[config.mk]
export PLATFORM = sky130hd
export DESIGN_NAME = spi_byte_engine_flat
export DESIGN_NICKNAME = d
export VERILOG_FILES = /design/src/rtl/spi_byte_engine_if.sv /design/src/rtl/spi_byte_engine.sv /design/src/flat_wrapper.sv
export SDC_FILE = /design/constraint.sdc
export NUM_CORES = 1
export LEC_CHECK = 0
export BUFFER_PORTS_ARGS = -buffer_cell sky130_fd_sc_hd__clkbuf_2
export CELL_PAD_IN_SITES_DETAIL_PLACEMENT = 1
export CELL_PAD_IN_SITES_GLOBAL_PLACEMENT = 1
export CORE_ASPECT_RATIO = 0.6
export CORE_MARGIN = 2
export CORE_UTILIZATION = 35
export CTS_BUF_LIST = sky130_fd_sc_hd__clkbuf_16
export DETAILED_ROUTE_END_ITERATION = 7
export PLACE_DENSITY = 0.68
export SYNTH_ARGS = -nofsm -noshare
export SYNTH_HDL_FRONTEND = slang
export SYNTH_SLANG_ARGS = --single-unit
export TNS_END_PERCENT = 10
[constraint.sdc]
create_clock -name clk -period 2.2 [get_ports clk]
set_input_delay 0.11 -clock clk [delete_from_list [all_inputs] [get_ports clk]]
set_output_delay 0.11 -clock clk [all_outputs]
set_load 0.01 [all_outputs]
[src/rtl/spi_byte_engine_if.sv]
// FIFO-side handshake bundle for the SPI byte engine: TX FIFO read port
// (show-ahead) and RX FIFO write port.
interface spi_byte_engine_if;
  logic [7:0] tx_q;
  logic       tx_empty;
  logic       tx_rdreq;
  logic [7:0] rx_data;
  logic       rx_wrreq;
  logic       rx_full;

  // Engine side
  modport master (
    input  tx_q, tx_empty, rx_full,
    output tx_rdreq, rx_data, rx_wrreq
  );

  // FIFO side
  modport slave (
    output tx_q, tx_empty, rx_full,
    input  tx_rdreq, rx_data, rx_wrreq
  );
endinterface

[src/rtl/spi_byte_engine.sv]
// SPI mode-0 master shift stage: pops a byte from the TX FIFO, shifts it out
// MSB-first while capturing MISO, then pushes the received byte to the RX FIFO.
module spi_byte_engine #(
  parameter int DIV_W = 8
) (
  input  logic             clk,
  input  logic             reset_n,
  input  logic             enable,
  input  logic [DIV_W-1:0] divider,
  input  logic             rx_discard,
  spi_byte_engine_if.master fifo,
  output logic             sck,
  output logic             mosi,
  input  logic             miso,
  output logic             busy
);

  localparam logic [1:0] S_IDLE = 2'd0;
  localparam logic [1:0] S_LOW  = 2'd1;
  localparam logic [1:0] S_HIGH = 2'd2;
  localparam logic [1:0] S_DONE = 2'd3;

  logic [1:0]       state;
  logic [7:0]       tx_sh;
  logic [7:0]       rx_sh;
  logic [7:0]       rx_data_r;
  logic             rx_wrreq_r;
  logic [DIV_W-1:0] div_l;
  logic [DIV_W-1:0] hcnt;
  logic [2:0]       bit_cnt;
  logic             disc_l;
  logic             start;

  // RX space is checked up front so the push at the end can never overflow.
  assign start = (state == S_IDLE) && enable && !fifo.tx_empty &&
                 (rx_discard || !fifo.rx_full);

  assign fifo.tx_rdreq = start;
  assign fifo.rx_data  = rx_data_r;
  assign fifo.rx_wrreq = rx_wrreq_r;
  assign busy          = (state != S_IDLE);
  // MOSI is presented from the pop onward, a full half period before SCK rises.
  assign mosi          = (state == S_IDLE) ? 1'b1 : tx_sh[7];

  // Byte sequencer: half-period counting, shifting and end-of-byte push.
  always_ff @(posedge clk or negedge reset_n) begin
    if (!reset_n) begin
      state      <= S_IDLE;
      sck        <= 1'b0;
      tx_sh      <= 8'h00;
      rx_sh      <= 8'h00;
      rx_data_r  <= 8'h00;
      rx_wrreq_r <= 1'b0;
      div_l      <= '0;
      hcnt       <= '0;
      bit_cnt    <= 3'd0;
      disc_l     <= 1'b0;
    end else begin
      rx_wrreq_r <= 1'b0;
      case (state)
        S_IDLE: begin
          if (start) begin
            tx_sh   <= fifo.tx_q;
            div_l   <= divider;
            disc_l  <= rx_discard;
            bit_cnt <= 3'd7;
            hcnt    <= divider;
            state   <= S_LOW;
          end
        end
        S_LOW: begin
          if (hcnt == '0) begin
            sck   <= 1'b1;
            rx_sh <= {rx_sh[6:0], miso};
            hcnt  <= div_l;
            state <= S_HIGH;
          end else begin
            hcnt <= hcnt - DIV_W'(1);
          end
        end
        S_HIGH: begin
          if (hcnt == '0) begin
            sck  <= 1'b0;
            hcnt <= div_l;
            if (bit_cnt == 3'd0) begin
              // Result is registered here so it is stable during DONE.
              rx_data_r  <= rx_sh;
              rx_wrreq_r <= !disc_l;
              state      <= S_DONE;
            end else begin
              tx_sh   <= {tx_sh[6:0], 1'b0};
              bit_cnt <= bit_cnt - 3'd1;
              state   <= S_LOW;
            end
          end else begin
            hcnt <= hcnt - DIV_W'(1);
          end
        end
        default: begin
          state <= S_IDLE;
        end
      endcase
    end
  end

endmodule

[src/flat_wrapper.sv]
// flat-port wrapper written by rule: the top's interface ports become plain ports
module spi_byte_engine_flat 
#(
  parameter int DIV_W = 8
)
  (clk, reset_n, enable, divider, rx_discard, sck, mosi, miso, busy, fifo_tx_q, fifo_tx_empty, fifo_rx_full, fifo_tx_rdreq, fifo_rx_data, fifo_rx_wrreq);
  spi_byte_engine_if fifo_i ();
  input  logic clk;
  input  logic reset_n;
  input  logic enable;
  input  logic [DIV_W-1:0] divider;
  input  logic rx_discard;
  output logic sck;
  output logic mosi;
  input  logic miso;
  output logic busy;
  input wire logic [$bits(fifo_i.tx_q)-1:0] fifo_tx_q;
  input wire logic [$bits(fifo_i.tx_empty)-1:0] fifo_tx_empty;
  input wire logic [$bits(fifo_i.rx_full)-1:0] fifo_rx_full;
  output wire logic [$bits(fifo_i.tx_rdreq)-1:0] fifo_tx_rdreq;
  output wire logic [$bits(fifo_i.rx_data)-1:0] fifo_rx_data;
  output wire logic [$bits(fifo_i.rx_wrreq)-1:0] fifo_rx_wrreq;
  assign fifo_i.tx_q = fifo_tx_q;
  assign fifo_i.tx_empty = fifo_tx_empty;
  assign fifo_i.rx_full = fifo_rx_full;
  assign fifo_tx_rdreq = fifo_i.tx_rdreq;
  assign fifo_rx_data = fifo_i.rx_data;
  assign fifo_rx_wrreq = fifo_i.rx_wrreq;
  spi_byte_engine #(.DIV_W(DIV_W)) u_core (.clk(clk), .reset_n(reset_n), .enable(enable), .divider(divider), .rx_discard(rx_discard), .fifo(fifo_i), .sck(sck), .mosi(mosi), .miso(miso), .busy(busy));
endmodule
==> flow_summary.toml, run 1 <==
[pwr]
p_total_mw = 3.753
peakVddDrop_v = 0.0004387
powerDensity_mw_per_mm2 = 1245
leakagePower_nw = 1.497

[logic_synthesis]
yosysTopAreaCell = "dfrtp_1"
synthArstFlopShare_pct = 100.0
ys_seq_area_share_pct = 48.76
syn_inst = 226
synth_area_leaders = "dfrtp_1 49%, mux2_2 15%, nand2_1 4.4%, ha_1 3.6%, o21ai_0 2.2%"
yosys-top-cells-count = "48 x dfrtp_1, 32 x mux2_2, 29 x nand2_1"
synth.distinct_cells = 44
synth_edf_count = 0
synth_area_sq_mm = 0.002464
synth_seq_cells = 48
synth_warnings = 0
synth_top_area_share_pct = 48.76
synthMostInstantiatedCell = "dfrtp_1"
synth_flop_cell = "dfrtp_1"
synthesis.nets = 256
avgSynthCellArea_sq_um = 10.90

[floorplan]
die_height_um = 68.99
core_sq_mm = 0.006734
ios = 36
die_area_sq_mm = 0.007748
fp-row-count = 23
floorplan.initialDensity_pct = 36.58
die_w_um = 112.3

[grt]
gr-total-overflow = 0
grt_usage_pct = 16.61
grt_max_degree = 49
grt_first_pass_wirelength_um = 9846
antenna_found_initial = 0
grt_pass1_vias = 1913

[placed_design]
hpwl_um = 4587
place.gp.congestion = 0.8222
io_buffers = 35
placedCellCount = 356

[timing]
timing.hold.ws_ps = 26.38
finalSetupViolations = 0
tightest_slew_ps = 622.7
fin_skew_ps = 6.760
period_needed_ps = 2030
hold_viol_final = 0
min_period_over_period_pct = 92.26
grt_setup_unrepaired = "no"
clock.fmax_mhz = 492.7
tns_ps = 0
maxSlewViolCount = 0
maxSlewHeadroom_pct = 58.49

[worst_setup_path]
arrival_ps = 2200
critPathRequiredTime_ps = 2370
worstSetupPathType = "register to register"
start_kind = "register"
path_max_fanout = 8
worst_setup_path_end_kind = "register"

[run_status]
outcome = "finished clean"

[cts]
cts_tree = "built"
clk_latency_ps = 290
htreeDepth = 2
clockBufferDepth = 2
cts.sinks = 48
cts_buffers = 5
clock-root-buffer = "clkbuf_16"
clk_pin_slew_worst_paths_ps = 70

[detailed_routing]
drc = 0
initialDrtViolationCount = 58
vias_per_cell = 5.162
drt-total-wl_um = 5978
num_vias = 1884
wl_per_cell_um = 16.38
final_antenna_net_count = 0
firstDrtPassIters = 4

[cells_and_area]
multi_input_area_sq_mm = 0.001192
nFillCells = 755
nNetsFinal = 307
regArea_sq_mm = 0.001201
antenna_cells = 0
syn_to_final_growth_pct = 22.35
drive_above_1_share_pct = 37.41
final_cell_count_no_fill = 365

[flow_run]
cap_violations = 0

[worst_hold_path]
min_path_type = "input pin to register"
## per-stage QoR
step	worst slack [ps]	area (sq um)	utilization, %
4_1_cts	24.73	2998	44.52
6_report	170.3	3014	44.76
2_1_floorplan	168.6	2464	-
3_5_place_dp	58.06	2839	42.16
3_3_place_gp	130.7	2839	42.16
5_1_grt	12.30	3014	44.76
## registers in the layout (all words and copies together), names as in the netlist
signal                count
u_core.bit_cnt            3
u_core.disc_l             1
u_core.div_l              8
u_core.fifo.rx_data       8
u_core.fifo.rx_wrreq      1
u_core.hcnt               8
u_core.rx_sh              8
u_core.sck                1
u_core.state              2
u_core.tx_sh              8
## timing repair
item	4_1_cts	5_1_grt
endpoints found under the hold margin	48	0
setup buffers	0	0
resized for setup	0	4
hold buffers	1	0
endpoints found under the setup margin	0	32
## cell type report
| class | count | area share, % |
|---|---|---|
| Multi-Input combinational cell | 157 | 39.56 |
| Clock inverter | 3 | 0.7887 |
| Sequential cell | 48 | 39.85 |
| Tap cell | 87 | 3.611 |
| Clock buffer | 5 | 4.151 |
| Timing Repair Buffer | 51 | 10.29 |
| Inverter | 14 | 1.743 |
## worst max-delay path, cell delays in order (launching register included)
cell and delay, ps:
dfrtp_1 430, inv_1 140, ha_1 240, or3b_4 470
nor2_8 160, nand2_2 160, mux2_2 310
## report_power, final
part / internal [mW] / switching [mW]
registers: 1.14 / 0.197
logic: 0.782 / 0.867
clock network: 0.423 / 0.344
## layout by cell type (no fill, tap or decap), types with 2 or more instances in the layout
| cell | Yosys | routed |
|---|---|---|
| nand2_1 | 29 | 29 |
| ha_1 | 7 | 6 |
| o21ai_0 | 11 | 11 |
| o211ai_1 | 2 | 2 |
| a21oi_1 | 9 | 9 |
| dfrtp_1 | 48 | 48 |
| nor3_1 | 7 | 7 |
| nand3_1 | 2 | 2 |
| clkbuf_2 | 0 | 35 |
| mux2i_1 | 2 | 2 |
| and2_1 | 2 | 2 |
| a311oi_1 | 2 | 2 |
| nor2_1 | 6 | 6 |
| inv_1 | 14 | 14 |
| clkbuf_16 | 0 | 5 |
| buf_4 | 0 | 14 |
| o221ai_1 | 3 | 3 |
| clkinvlp_4 | 0 | 2 |
| a31oi_1 | 4 | 4 |
| mux2_2 | 32 | 32 |
| nand2b_1 | 3 | 3 |
| nor2b_1 | 5 | 5 |
| nor3b_1 | 3 | 2 |
| and3_1 | 2 | 2 |
| or2_2 | 2 | 2 |
| a221oi_1 | 4 | 3 |
## final timing paths
check	from	slack (ps)	cells past startpoint	endpoint
setup reg to reg	u_core.hcnt[0]$_DFFE_PN0P_	170	6	u_core.rx_sh[6]$_DFFE_PN0P_
min in group asynchronous	reset_n	470	3	u_core.div_l[6]$_DFFE_PN0P_
setup / recovery	u_core.hcnt[0]$_DFFE_PN0P_	170	6	u_core.rx_sh[6]$_DFFE_PN0P_
hold / removal	divider[2]	30	3	u_core.div_l[2]$_DFFE_PN0P_
max in group asynchronous	reset_n	1310	3	u_core.state[0]$_DFFE_PN0P_
hold reg to reg	u_core.disc_l$_DFFE_PN0P_	430	1	u_core.fifo.rx_wrreq$_DFF_PN0_
## routing by layer
layer	vias up	share of wire, %	global-route usage (%)
li1	910	-	-
met1	938	54	24.70
met2	30	41	25.08
met3	6	3.6	3.846
met4	0	0.57	2.744
met5	-	0	0
## cell families after synthesis
group                    share of synthesized area (%)
AND/OR/NAND/NOR                                  16.46
AO/OA/AOI/OAI                                    11.58
buffers and inverters                            3.504
XOR/XNOR                                        0.7112
flip-flops                                       48.76
adder cells (fa/ha/maj)                          3.555
multiplexers                                     15.44
Note: power is estimated with default switching activity, not from simulation.
==> run 2, diff against run 1 <==
- CORE_ASPECT_RATIO: 0.6 -> not set
==> run 2 against run 1 <==
Effect of this change:
- non-clock buffer count fell by 5
- global-route usage fell by 0.21 points
- register-to-register slack worse by 50 ps
- design area down 0.95%
- utilization decreased by 0.82 points
- clock-buffer cell count is the same
- combinational power is 11% lower
- critical endpoint is now u_core.rx_sh[4]$_DFFE_PN0P_
- largest cell class unchanged
- highest routed layer unchanged
==> flow_summary.toml, run 2 (synthesized netlist as in run 1, its figures left out) <==
[run_status]
outcome = "finished clean"

[cells_and_area]
drive_above_1_share_pct = 36.26
final_cell_count_no_fill = 369
syn_to_final_growth_pct = 21.18
antenna_cells = 0
final_area_sq_mm = 0.002985
nNetsFinal = 302
final_common_cell = "dfrtp_1"
layout_common_cells = "48 x dfrtp_1, 35 x clkbuf_2, 32 x mux2_2, 29 x nand2_1, 12 x inv_1"

[cts]
clockBufferDepth = 2
clock-root-buffer = "clkbuf_16"
cts_tree = "built"
clk_latency_ps = 290
cts.sinks = 48
post_cts_buffers = 0
clk_pin_slew_worst_paths_ps = 70
cts_buffers = 5
htreeDepth = 2

[worst_setup_path]
rr_endpoint = "u_core.rx_sh[4]$_DFFE_PN0P_"
ff2ff_setup_slack_ps = 120
path_max_fanout = 8
worst_setup_path_end_kind = "register"
r2r_cells = 6
start_kind = "register"
critPathCapture = "u_core.rx_sh[4]$_DFFE_PN0P_"
worstReg2RegStart = "u_core.hcnt[0]$_DFFE_PN0P_"
critPathRequiredTime_ps = 2370
arrival_ps = 2250
worstSetupPathType = "register to register"
crit_start = "u_core.hcnt[0]$_DFFE_PN0P_"

[grt]
gr-total-overflow = 0
grt_first_pass_wirelength_um = 9853
grt_usage_pct = 16.41
grt_max_degree = 26
antenna_found_initial = 0
grt_pass1_vias = 1968

[detailed_routing]
drt-met1-wl_um = 2721
routed.top_layer = "met4"
num_vias = 1875
vias_per_cell = 5.081
wl_met2_um = 2809
wl_met3_um = 230
initialDrtViolationCount = 38
final_antenna_net_count = 0
drt-total-wl_um = 5848
wl_per_cell_um = 15.85
firstDrtPassIters = 4
drc = 0

[timing]
tns_ps = 0
min_period_over_period_pct = 94.53
hold_viol_final = 0
period_needed_ps = 2080
tightest_slew_ps = 676.2
clock.fmax_mhz = 480.8
maxSlewViolCount = 0
fin_skew_ps = 3.734
grt_setup_unrepaired = "no"
maxSlewHeadroom_pct = 54.92
finalSetupViolations = 0

[pwr]
seq_power_share_pct = 36.5
switchingPower_mw = 1.350
powerDensity_mw_per_mm2 = 1248
clkPwrFrac_pct = 23.9
intPower_mw = 2.374
power_switching_share_pct = 36.25
leakagePower_nw = 1.481
combPwrFrac_pct = 39.6
peakVddDrop_v = 0.0004914

[placed_design]
hpwl_um = 4203
place_area_sq_mm = 0.002800
io_buffers = 35
placedCellCount = 360
place.gp.congestion = 0.8669

[floorplan]
fp-row-count = 30
die_w_um = 87.90
ios = 36
die_area_sq_mm = 0.007726
core_sq_mm = 0.006794
die_height_um = 87.90
floorplan.initialDensity_pct = 36.26

[worst_hold_path]
hp-start = "divider[6]"
min_path_type = "input pin to register"

[flow_run]
cap_violations = 0
==> run 2: cell types whose count changed in the layout (fill, tap and decap cells not counted), moves of 2 or more <==
cell	delta
buf_4	-4
clkinvlp_4	-2
inv_1	-2
inv_2	+2
==> run 2: repair_timing <==
action,in CTS,in global routing
resized for setup,0,3
endpoints found under the hold margin,23,0
hold buffers,1,0
setup endpoints to repair,0,19
==> run 2: layout make-up <==
class	instances	area (sq um)
tap	96	120.1
sequential	48	1201
multi-input combinational	157	1179
fill	767	3809
inverter	14	52.55
clock inverter	3	47.55
clock buffer	5	125.1
timing repair buffer	46	260.3
==> run 2: how the worst min path moves through the flow <==
| stage | end | depth (start not counted) |
|---|---|---|
| global route | u_core.disc_l$_DFFE_PN0P_ | 3 |
| detailed placement | u_core.hcnt[5]$_DFFE_PN0P_ | 1 |
| finish | u_core.div_l[6]$_DFFE_PN0P_ | 3 |
| floorplan | u_core.bit_cnt[0]$_DFFE_PN0P_ | 0 |
| global placement | u_core.hcnt[5]$_DFFE_PN0P_ | 1 |
| CTS | u_core.disc_l$_DFFE_PN0P_ | 3 |
==> run 2: through the flow <==
stage	utilization [%]	hold WS [ps]	setup WS [ps]	power (mW)
finish	43.94	26.36	120.3	3.725
global route	43.94	33.23	25.19	4.012
CTS	43.90	26.12	64.79	3.765
detailed placement	41.22	176.6	107.2	2.832
floorplan	-	-185.6	168.6	2.385
global placement	41.22	176.4	186.2	2.793
==> run 2: power by group through the flow <==
stage          Combinational, mW  Clock [mW]  Sequential (mW)
6_report                    1.47       0.889             1.36
5_1_grt                     1.66       0.955             1.40
4_1_cts                     1.49       0.914             1.36
3_5_place_dp                1.46           0             1.37
3_3_place_gp                1.43           0             1.36
2_1_floorplan               1.10           0             1.29
==> run 2: per-layer routing <==
| layer | up-vias | track usage (%) |
|---|---|---|
| met5 | - | 0 |
| met4 | 0 | 5.734 |
| met3 | 9 | 3.582 |
| met2 | 34 | 26.24 |
| met1 | 935 | 22.06 |
| li1 | 897 | - |
==> run 2: critical path: stages (launching register included) <==
cell and delay, ps:
dfrtp_1 440, inv_2 110, ha_2 220, or3b_2 540, nor2_8 170, nand2_2 160
mux2_2 310
==> run 3, diff against run 2 <==
- PLACE_DENSITY: 0.68 -> not set
- PLACE_DENSITY_LB_ADDON: not set -> 0.1
==> run 3 against run 2 <==
Effect of this change:
- setup slack got worse by 10 ps
- wire length fell by 0.85%
- critical endpoint is now u_core.rx_sh[3]$_DFFE_PN0P_
- power rose by 2.8%
- utilization rose by 0.64 points
- highest routed layer unchanged
==> flow_summary.toml, run 3 (synthesized netlist as in run 1, its figures left out) <==
[cts]
clk_pin_slew_worst_paths_ps = 70
cts_tree = "built"
cts.sinks = 48
htreeDepth = 2
clockBufferDepth = 2
cts_buffers = 5
clk_latency_ps = 290
clock-root-buffer = "clkbuf_16"

[cells_and_area]
layout_common_cells = "48 x dfrtp_1, 35 x clkbuf_2, 32 x mux2_2, 28 x nand2_1, 14 x inv_1"
nFillCells = 773
antenna_cells = 0
multi_input_area_sq_mm = 0.001187
nNetsFinal = 305
syn_to_final_growth_pct = 22.96
final_area_sq_mm = 0.003029
regArea_sq_mm = 0.001201
final_common_cell = "dfrtp_1"
drive_above_1_share_pct = 36.96

[worst_setup_path]
worst_setup_path_end_kind = "register"
path_cells = "inv_1 > ha_1 > or3b_2 > nor2_8 > nand2_2 > mux2_2"
worstReg2RegStart = "u_core.hcnt[1]$_DFFE_PN0P_"
crit_slowest_cell = "or3b_2"
worstSetupPathType = "register to register"
critPathCapture = "u_core.rx_sh[3]$_DFFE_PN0P_"
r2r_cells = 6
path_max_fanout = 8
max_stage_delay_ps = 550
critPathRequiredTime_ps = 2380
start_kind = "register"
arrival_ps = 2270
ff2ff_setup_slack_ps = 110
crit_start = "u_core.hcnt[1]$_DFFE_PN0P_"
rr_endpoint = "u_core.rx_sh[3]$_DFFE_PN0P_"

[grt]
antenna_found_initial = 0
grt_first_pass_wirelength_um = 9708
gr-total-overflow = 0
grt_max_degree = 49
grt_usage_pct = 16.74
grt_pass1_vias = 1962

[placed_design]
place.gp.congestion = 0.8254
hpwl_um = 4135
place_area_sq_mm = 0.002815
io_buffers = 35

[timing]
min_period_over_period_pct = 95.00
clock.fmax_mhz = 478.5
hold_viol_final = 0
tns_ps = 0
maxSlewHeadroom_pct = 58.18
finalSetupViolations = 0
grt_setup_unrepaired = "no"
maxSlewViolCount = 0
tightest_slew_ps = 627.3
fin_skew_ps = 5.133
period_needed_ps = 2090

[pwr]
powerDensity_mw_per_mm2 = 1264
peakVddDrop_v = 0.0005200
leakagePower_nw = 1.506
p_total_mw = 3.828

[detailed_routing]
wl_per_cell_um = 15.59
initialDrtViolationCount = 56
drc = 0
num_vias = 1863
final_antenna_net_count = 0
firstDrtPassIters = 4
drt-total-wl_um = 5798
vias_per_cell = 5.008

[floorplan]
fp-row-count = 30
die_w_um = 87.90
die_height_um = 87.90
core_sq_mm = 0.006794
ios = 36
die_area_sq_mm = 0.007726
floorplan.initialDensity_pct = 36.26

[worst_hold_path]
min_path_type = "input pin to register"

[flow_run]
cap_violations = 0

[run_status]
outcome = "finished clean"
-- run 3: cell count changes in the layout (fill, tap and decap cells not counted), sizes merged --
cell and change:
buf +3
-- run 3: where the power goes --
group | internal (mW) | switching, mW
logic | 0.765 | 0.836
registers | 1.14 | 0.197
clock network | 0.540 | 0.349
total | 2.45 | 1.38
-- run 3: worst max-delay path: cells and delay by family (launching register included) --
family / cells / cell delay, ps
multiplexers: 1 / 300
AND/OR/NAND/NOR: 3 / 920
adder cells (fa/ha/maj): 1 / 210
flip-flops: 1 / 420
buffers and inverters: 1 / 110
-- run 3: worst min-delay path by stage --
stage | cells after the start | endpoint | start | slack (ps)
2_1_floorplan | 0 | u_core.bit_cnt[0]$_DFFE_PN0P_ | reset_n | -190
3_3_place_gp | 2 | u_core.tx_sh[2]$_DFFE_PN0P_ | reset_n | 260
3_5_place_dp | 2 | u_core.tx_sh[2]$_DFFE_PN0P_ | reset_n | 260
4_1_cts | 3 | u_core.div_l[0]$_DFFE_PN0P_ | divider[0] | 20
5_1_grt | 3 | u_core.div_l[1]$_DFFE_PN0P_ | divider[1] | 40
6_report | 3 | u_core.div_l[1]$_DFFE_PN0P_ | divider[1] | 30
-- run 3: metal layers --
metal | GRT usage (%) | part of all wire (%)
met1 | 20.61 | 44
met2 | 28.72 | 50
met3 | 3.393 | 3.8
met4 | 6.713 | 1.7
met5 | 0 | 0
-- run 3: layout make-up --
type / count / share of cell area [%]
tap: 96 / 3.965
clock buffer: 5 / 4.131
sequential: 48 / 39.65
inverter: 14 / 1.735
timing repair buffer: 49 / 9.748
clock inverter: 3 / 1.570
multi-input combinational: 157 / 39.20
-- run 3: through the flow --
| step | instances | setup slack (ps) | util, % | hold slack [ps] |
|---|---|---|---|---|
| 6_report | 372 | 110.0 | 44.59 | 25.86 |
| 4_1_cts | 371 | 39.26 | 44.13 | 18.94 |
| 2_1_floorplan | 226 | 168.6 | - | -185.6 |
| 3_3_place_gp | 362 | 141.8 | 41.44 | 263.4 |
| 5_1_grt | 372 | 0.3859 | 44.59 | 37.47 |
| 3_5_place_dp | 362 | 114.4 | 41.44 | 264.4 |
-- run 3: what timing repair did --
item / in CTS / in global routing
endpoints found under the hold margin: 48 / 0
endpoints found under the setup margin: 0 / 12
setup buffers: 0 / 1
hold buffers: 1 / 0
resized for setup: 0 / 3
